<file path="config.mk">
export PLATFORM = sky130hd
export DESIGN_NAME = imem_fetch_ctrl
export DESIGN_NICKNAME = d
export VERILOG_FILES = /design/src/rtl/imem_fetch_ctrl.sv
export SDC_FILE = /design/constraint.sdc
export NUM_CORES = 1
export LEC_CHECK = 0
export BUFFER_PORTS_ARGS = -buffer_cell sky130_fd_sc_hd__buf_2
export CORE_ASPECT_RATIO = 1.75
export CORE_MARGIN = 1.5
export CORE_UTILIZATION = 50
export DETAILED_ROUTE_END_ITERATION = 7
export PLACE_DENSITY = 0.73
export SETUP_SLACK_MARGIN = 0.15
export SYNTH_ARGS = -nofsm -noshare
export SYNTH_HDL_FRONTEND = slang
export SYNTH_SLANG_ARGS = --single-unit
</file>
<file path="constraint.sdc">
create_clock -name clk -period 8.3 [get_ports clk]
set_input_delay 0.83 -clock clk [delete_from_list [all_inputs] [get_ports clk]]
set_output_delay 0.83 -clock clk [all_outputs]
set_load 0.01 [all_outputs]
</file>
<file path="src/rtl/imem_fetch_ctrl.sv">
// Instruction fetch controller: synchronous-read IMEM front end with a 2-entry output FIFO.
// Optional performance counters are enabled by defining IMEM_FETCH_PERF_CNT_EN.
module imem_fetch_ctrl #(
  parameter logic [31:0] RESET_PC  = 32'h0000_0000,
  parameter int          BUF_DEPTH = 2
) (
  input  logic        clk,
  input  logic        rst_n,
  output logic [31:0] mem_addr,
  output logic        mem_en,
  input  logic [31:0] mem_rdata,
  input  logic        redirect_valid,
  input  logic [31:0] redirect_pc,
  output logic        inst_valid,
  input  logic        inst_ready,
  output logic [31:0] inst,
  output logic [31:0] inst_pc
`ifdef IMEM_FETCH_PERF_CNT_EN
  ,
  output logic [31:0] fetch_cnt,
  output logic [31:0] stall_cnt
`endif
);

  typedef struct packed {
    logic [31:0] pc;
    logic [31:0] word;
  } fetch_ent_t;

  logic [31:0] r_fetch_pc;
  logic        r_inflight;
  logic [31:0] r_inflight_pc;
  fetch_ent_t  r_buf [BUF_DEPTH];
  logic [1:0]  r_count;

  logic        w_pop;
  logic        w_push;
  logic [2:0]  w_occ;
  logic        w_issue_ok;
  logic        w_wr_idx;

  // Occupancy the next cycle will see if nothing new is issued now.
  assign w_pop      = inst_valid && inst_ready;
  assign w_occ      = {1'b0, r_count} + {2'b00, r_inflight} - {2'b00, w_pop};
  assign w_issue_ok = rst_n && (w_occ <= 3'd1);
  assign w_push     = r_inflight && !redirect_valid;
  assign w_wr_idx   = w_pop ? r_count[1] : r_count[0];

  assign mem_addr   = redirect_valid ? {redirect_pc[31:2], 2'b00} : r_fetch_pc;
  assign mem_en     = rst_n && (w_issue_ok || redirect_valid);

  assign inst_valid = (r_count != 2'd0) && !redirect_valid;
  assign inst       = r_buf[0].word;
  assign inst_pc    = r_buf[0].pc;

  always_ff @(posedge clk or negedge rst_n) begin
    if (!rst_n) begin
      r_fetch_pc    <= RESET_PC;
      r_inflight    <= 1'b0;
      r_inflight_pc <= 32'h0;
    end else begin
      r_inflight <= mem_en;
      if (mem_en) begin
        r_inflight_pc <= mem_addr;
        r_fetch_pc    <= mem_addr + 32'd4;
      end
    end
  end

  // Head lives in slot 0; a pop shifts, a push lands behind the surviving entries.
  always_ff @(posedge clk or negedge rst_n) begin
    if (!rst_n) begin
      r_count <= 2'd0;
      for (int i = 0; i < BUF_DEPTH; i++) begin
        r_buf[i] <= '0;
      end
    end else if (redirect_valid) begin
      r_count <= 2'd0;
    end else begin
      if (w_pop) begin
        for (int i = 0; i < BUF_DEPTH - 1; i++) begin
          r_buf[i] <= r_buf[i+1];
        end
      end
      if (w_push) begin
        r_buf[w_wr_idx].pc   <= r_inflight_pc;
        r_buf[w_wr_idx].word <= mem_rdata;
      end
      r_count <= r_count + {1'b0, w_push} - {1'b0, w_pop};
    end
  end

`ifdef IMEM_FETCH_PERF_CNT_EN
  always_ff @(posedge clk or negedge rst_n) begin
    if (!rst_n) begin
      fetch_cnt <= 32'h0;
      stall_cnt <= 32'h0;
    end else begin
      if (w_push)                   fetch_cnt <= fetch_cnt + 32'd1;
      if (inst_valid && !inst_ready) stall_cnt <= stall_cnt + 32'd1;
    end
  end
`endif

endmodule

</file>
==> flow_metrics.env, run 1 <==
export IMPL_status="complete, no violations"
export IMPL_avgRoutedWirePerCell_um=16.2
export IMPL_postSynthNetCount=1042
export IMPL_period_needed_ns=4.61
export IMPL_start_kind="input port"
export IMPL_first_pass_iters=5
export IMPL_fin_nets=1116
export IMPL_ctsLongestPathBuffers=2
export IMPL_cts_tree="yes"
export IMPL_fin_crit_sh_pct=55.5
export IMPL_die_w_um=107
export IMPL_critPathKind="input port to output pin"
export IMPL_seq_area_um2=4830
export IMPL_clock_latency_ns=0.43
export IMPL_power_leakage_uw=0.00506
export IMPL_rsz0062_at_grt="false"
export IMPL_synth_cells=968
export IMPL_fin_setup_tns_ns=0
export IMPL_areaGrowthSynthToFinish_pct=11.7
export IMPL_finClkSkew_ns=0.0135
export IMPL_seq_area_frac_synth_pct=51.0
export IMPL_peakVddDrop_mv=0.170
export IMPL_viasPerCell=5.49
export IMPL_worstMarginPinSlew_ns=1.01
export IMPL_grt_pass1_wl_um=35000
export IMPL_hpwl_um=13700
export IMPL_path_clk_slew_ns=0.07
export IMPL_holdCritPathClass="input port to async pin"
export IMPL_ios=166
export IMPL_port_buffers=163
export IMPL_globalplace_congestion=0.904
export IMPL_dp_cells=1261
export IMPL_crit_required_ns=7.47
export IMPL_post_cts_setup_buffers=0
export IMPL_final_antenna_net_count=0
export IMPL_synth_area_um2=9470
export IMPL_path_max_fanout=77
export IMPL_powerDensity_nw_per_um2=355
export IMPL_finalHoldViolCount=0
export IMPL_stdcell_count=1293
export IMPL_r2r_slack_ns=4.93
export IMPL_num_rows=66
export IMPL_synth_area_leaders="dfrtp_1, nand2_1, mux2_2"
export IMPL_hold_buffers=0
export IMPL_synth_cell_type_count=51
export IMPL_syn_avg_cell_area_um2=9.78
export IMPL_synthArstFlopShare_pct=100
export IMPL_core_um2=18600
export IMPL_synthFlopType="dfrtp_1"
export IMPL_drt_iter0_markers=419
export IMPL_overflow=0
export IMPL_cts_sinks=193
export IMPL_slew_violations=0
export IMPL_slew_headroom_pct=32.7
export IMPL_fillers=1648
export IMPL_synth_edf_count=0
export IMPL_maxCapViolCount=0
export IMPL_yosys_area_top_type_share_pct=51.0
export IMPL_start_util_pct=51.0
export IMPL_cts_max_level=4
export IMPL_synth_top_area_cell="dfrtp_1"
export IMPL_setup_viol=0
export IMPL_timing_fmax_mhz=217
export IMPL_multiInputGateArea_um2=3840
export IMPL_first_global_vias=7005
export IMPL_drcViolationCount=0
export IMPL_cts_buffers=17
export IMPL_drive_gt1_share_pct=27.6
export IMPL_grt_usage_pct=22.2
export IMPL_antenna_found_initial=1
export IMPL_grt_start_max_net_pins=102
export IMPL_cts_root_buf="clkbuf_16"
export IMPL_num_vias=7105
export IMPL_wl_um=21000
export IMPL_die_area_um2=19800
export IMPL_synth_warnings=0
export IMPL_crit_path_end_kind="output pin"
export IMPL_die_y_um=185
export IMPL_critPathArrivalTime_ns=3.78
export IMPL_cts_resized=0
export IMPL_ys_ff_latch=193
export IMPL_num_antenna_cells=0
## worst max-delay path: stages
cell      delay (ns)
buf_2           0.07
buf_4           0.62
o21ba_2         0.27
nand2_2         0.07
inv_2           0.04
ha_1            0.26
inv_1           0.06
ha_1            0.13
inv_1           0.04
fa_1            0.37
xnor2_1         0.14
a21oi_1         0.07
nand2b_2        0.22
inv_1           0.06
buf_4           0.29
buf_2           0.19
## through the flow
step / setup slack, ns / hold slack [ns] / instance area [um^2] / utilization (%) / total power, uW
after CTS: 3.67 / 0.334 / 10600 / 56.9 / 3800
after floorplan: 3.85 / 0.445 / 9470 / - / 2680
final: 3.69 / 0.324 / 10600 / 56.9 / 3760
after global routing: 3.41 / 0.338 / 10600 / 56.9 / 4040
after detailed placement: 3.67 / 0.475 / 9980 / 53.7 / 2950
after global placement: 3.69 / 0.462 / 9980 / 53.7 / 2900
## layer usage
layer | share of wire, % | vias up | wire length (um) | track usage (%)
met2 | 49 | 223 | 10400 | 37.0
li1 | - | 3387 | - | -
met5 | 0.062 | - | 13 | 0
met4 | 3.1 | 2 | 660 | 10.6
met3 | 4.2 | 45 | 889 | 3.24
met1 | 43 | 3448 | 9030 | 28.3
## synthesized netlist by cell type, drive strengths merged (2+ instances only)
cell,count
a21boi,2
a21oi,5
a222oi,4
a22oi,8
a31oi,64
buf,84
clkbuf,36
dfrtp,193
ha,5
inv,25
mux2,78
mux2i,15
nand2,226
nand2b,2
nand3,18
nand3b,9
nand4,16
nand4b,5
nor2,72
nor2b,4
nor3,6
nor4,2
o211ai,5
o21a,3
o21ai,39
o31ai,6
or3,2
or4,3
xnor2,14
xor2,7
## worst paths after layout
check,startpoint,end,cells past startpoint
max,redirect_valid,mem_en,16
min,rst_n,r_inflight_pc[8],1
max reg2reg,r_count[1],r_fetch_pc[31],14
min reg2reg,register,register,1
max in group asynchronous,rst_n,r_fetch_pc[18],3
min in group clk,register,register,1
## cell type report
type                       instances  area share, %
multi-input combinational        630           36.3
inverter                          25          0.887
timing repair buffer             175           8.64
clock buffer                      17           4.02
sequential                       193           45.6
clock inverter                    15           1.66
tap                              238           2.81
## cell families after synthesis
| family | count (synthesis) | share of synthesized area (%) |
|---|---|---|
| AO/OA/AOI/OAI | 143 | 9.74 |
| XOR/XNOR | 21 | 1.94 |
| adder cells (fa/ha/maj) | 6 | 0.872 |
| buffers and inverters | 145 | 8.64 |
| flip-flops | 193 | 51.0 |
| multiplexers | 93 | 10.9 |
| AND/OR/NAND/NOR | 367 | 17.0 |
## layout by cell type (no fill, tap or decap), types with 4 or more instances in the layout
cell type	instances
a21oi_1	4
a222oi_1	4
a22oi_1	6
a31oi_1	64
buf_2	162
buf_4	12
clkbuf_16	17
clkinv_4	4
dfrtp_1	193
ha_1	5
inv_1	24
mux2_1	9
mux2_2	69
mux2i_1	15
nand2_1	225
nand3_1	17
nand3b_1	7
nand4_1	14
nand4b_1	5
nor2_1	72
nor2b_1	4
nor3_1	5
o211ai_1	5
o21ai_0	37
o31ai_1	6
xnor2_1	14
xor2_1	7
## report_power, final
group | switching [uW] | leakage [uW] | internal [uW]
combinational | 727 | 0.00242 | 549
sequential | 267 | 0.00235 | 1380
clock | 381 | 0.000290 | 455
(Power assumes the default switching activity.)
==> run 2, diff against run 1 <==
--- a/config.mk
+++ b/config.mk
@@ -5,12 +5,13 @@
 export SDC_FILE = /design/constraint.sdc
 export NUM_CORES = 1
 export LEC_CHECK = 0
+export ABC_AREA = 1
 export BUFFER_PORTS_ARGS = -buffer_cell sky130_fd_sc_hd__buf_2
 export CORE_ASPECT_RATIO = 1.75
 export CORE_MARGIN = 1.5
 export CORE_UTILIZATION = 50
 export DETAILED_ROUTE_END_ITERATION = 7
-export PLACE_DENSITY = 0.73
+export PLACE_DENSITY = 0.75
 export SETUP_SLACK_MARGIN = 0.15
 export SYNTH_ARGS = -nofsm -noshare
 export SYNTH_HDL_FRONTEND = slang
==> constraint.sdc (replaced) <==
create_clock -name clk -period 4.23 [get_ports clk]
set_input_delay 0.423 -clock clk [delete_from_list [all_inputs] [get_ports clk]]
set_output_delay 0.423 -clock clk [all_outputs]
set_load 0.01 [all_outputs]
==> flow_metrics.env, run 2 <==
export IMPL_ctsLongestPathBuffers=2
export IMPL_synthFlopType="dfrtp_1"
export IMPL_slew_headroom_pct=47.7
export IMPL_slew_violations=0
export IMPL_pwr_share_comb_pct=41.8
export IMPL_hpwl_um=16000
export IMPL_synth_top_area_cell="dfrtp_1"
export IMPL_power_leakage_uw=0.00599
export IMPL_synth_area_leaders="dfrtp_1, nand2_1, nand3_1"
export IMPL_die_area_um2=21400
export IMPL_max_stage_delay_ns=0.47
export IMPL_crit_chain="inv_2 -> a21oi_4 -> nand2_2 -> inv_2 -> ha_1 -> inv_1 -> ha_1 -> inv_1 -> fa_1 -> nand4_1 -> nand2_2 -> buf_4 -> buf_2"
export IMPL_drcViolationCount=0
export IMPL_start_kind="register"
export IMPL_worstMarginPinSlew_ns=0.785
export IMPL_drt_iter0_markers=683
export IMPL_cts_max_level=4
export IMPL_first_pass_iters=5
export IMPL_wl_um=24000
export IMPL_grt_start_max_net_pins=81
export IMPL_critPathBufInv=6
export IMPL_slowest_stage="fa_1"
export IMPL_pwr_share_clk_pct=20.3
export IMPL_critPathArrivalTime_ns=3.09
export IMPL_viasPerCell=5.04
export IMPL_stdcell_count=1660
export IMPL_switching_power_uw=3440
export IMPL_finalHoldViolCount=3
export IMPL_port_buffers=163
export IMPL_grt_pass1_wl_um=39100
export IMPL_r2r_slack_ns=1.16
export IMPL_path_max_fanout=54
export IMPL_finClkSkew_ns=0.00778
export IMPL_critPathKind="register to output pin"
export IMPL_totalPowerFinal_uw=8350
export IMPL_num_antenna_cells=0
export IMPL_yosysMostFrequentCell="nand2_1"
export IMPL_crit_required_ns=3.81
export IMPL_status="finished with violations"
export IMPL_cts_buffers=17
export IMPL_fin_nets=1473
export IMPL_synth_cells=1335
export IMPL_dp_cells=1628
export IMPL_swShare_pct=41.2
export IMPL_cts_resized=0
export IMPL_globalplace_congestion=0.904
export IMPL_setup_viol=0
export IMPL_final_antenna_net_count=0
export IMPL_whs_ns=-0.0108
export IMPL_core_um2=20200
export IMPL_fin_crit_sh_pct=83.2
export IMPL_postSynthNetCount=1409
export IMPL_powerDensity_nw_per_um2=742
export IMPL_synth_cell_type_count=37
export IMPL_cts_tree="yes"
export IMPL_power_frac_seq_pct=37.9
export IMPL_fillers=1932
export IMPL_start_util_pct=50.7
export IMPL_final_cell_mix="nand2_1, dfrtp_1, buf_2, nand3_1, inv_1"
export IMPL_cts_sinks=193
export IMPL_mostFrequentLayoutCell="nand2_1"
export IMPL_die_y_um=192
export IMPL_peakVddDrop_mv=0.373
export IMPL_synthArstFlopShare_pct=100
export IMPL_path_clk_slew_ns=0.07
export IMPL_overflow=0
export IMPL_period_needed_ns=3.52
export IMPL_synth_area_um2=10200
export IMPL_violations="hold timing"
export IMPL_syn_avg_cell_area_um2=7.67
export IMPL_timing_fmax_mhz=284
export IMPL_avgRoutedWirePerCell_um=14.5
export IMPL_areaGrowthSynthToFinish_pct=9.79
export IMPL_synthTopCellsByCount="nand2_1, dfrtp_1, nand3_1, inv_1, buf_4"
export IMPL_maxCapViolCount=0
export IMPL_synth_warnings=0
export IMPL_seq_area_frac_synth_pct=47.1
export IMPL_clock_latency_ns=0.43
export IMPL_synth_edf_count=0
export IMPL_num_rows=69
export IMPL_first_global_vias=7841
export IMPL_fin_setup_tns_ns=0
export IMPL_ys_ff_latch=193
export IMPL_ios=166
export IMPL_rsz0062_at_grt="false"
export IMPL_hold_buffers=0
export IMPL_num_vias=8367
export IMPL_antenna_found_initial=0
export IMPL_post_cts_setup_buffers=0
export IMPL_drive_gt1_share_pct=19.6
export IMPL_yosys_area_top_type_share_pct=47.1
export IMPL_intPower_uw=4910
export IMPL_grt_usage_pct=22.8
export IMPL_die_w_um=111
export IMPL_holdCritPathClass="input port to async pin"
export IMPL_crit_family="buffers and inverters"
export IMPL_cts_root_buf="clkbuf_16"
export IMPL_crit_path_end_kind="output pin"
==> run 2: cell count changes in the layout (fill, tap and decap cells not counted), moves of 13 or more <==
cell     change
a31oi_1     -63
nor2_1      -18
nand3_1    +141
mux2i_1     -15
nand2_2     +28
a21oi_1     +16
xnor2_1     -13
inv_1      +120
o21ai_1     +61
nand2_1    +220
mux2_2      -69
==> run 2: cell families after synthesis <==
family          count (synthesis)  share of synthesized area [%]
simple gates                  729                           31.4
buf+inv                       282                           14.1
flops                         193                           47.1
compound gates                122                           6.33
fa+ha+maj                       6                          0.806
xor+xnor                        3                          0.257
==> run 2: through the flow <==
stage               setup WS [ns]  hold WS (ns)  cell area (um^2)  util (%)
finish                      0.712       -0.0108             11200      55.7
global placement             1.18         0.458             10600      52.6
detailed placement           1.18         0.467             10600      52.6
CTS                         0.698        0.0228             11200      55.7
floorplan                    1.17         0.127             10200         -
global route                0.501        0.0406             11200      55.7
==> run 2: metal layers <==
metal / up-vias / track usage (%) / share of wire, %
li1: 4215 / - / -
met1: 3862 / 27.4 / 42
met2: 239 / 40.3 / 51
met3: 51 / 3.05 / 4.0
met4: 0 / 11.3 / 3.7
met5: - / 0 / 0
==> run 2: worst paths after layout <==
| path | start | endpoint | depth (start not counted) |
|---|---|---|---|
| worst max-delay path | r_count[1] | mem_en | 13 |
| worst min-delay path | rst_n | inst_pc[26] | 1 |
| worst max register to register | r_count[1] | r_fetch_pc[26] | 18 |
| worst min register to register | r_fetch_pc[4] | r_fetch_pc[4] | 2 |
| max in group asynchronous | rst_n | inst[2] | 2 |
| min in group clk | mem_rdata[25] | register | 3 |
==> run 2: power by group through the flow <==
stage	sequential (uW)	combinational [uW]	clock [uW]
2_1_floorplan	3070	2980	0
3_5_place_dp	3190	3520	0
4_1_cts	3160	3530	1730
5_1_grt	3250	3990	1810
6_report	3160	3490	1700
3_3_place_gp	3160	3420	0
==> run 2: cell type report <==
cell class / instances / area, um^2 / share of cell area (%)
tap: 248 / 310 / 2.76
multi-input combinational: 860 / 3990 / 35.5
inverter: 151 / 567 / 5.04
clock inverter: 13 / 176 / 1.57
timing repair buffer: 176 / 935 / 8.31
sequential: 193 / 4830 / 42.9
clock buffer: 19 / 443 / 3.94
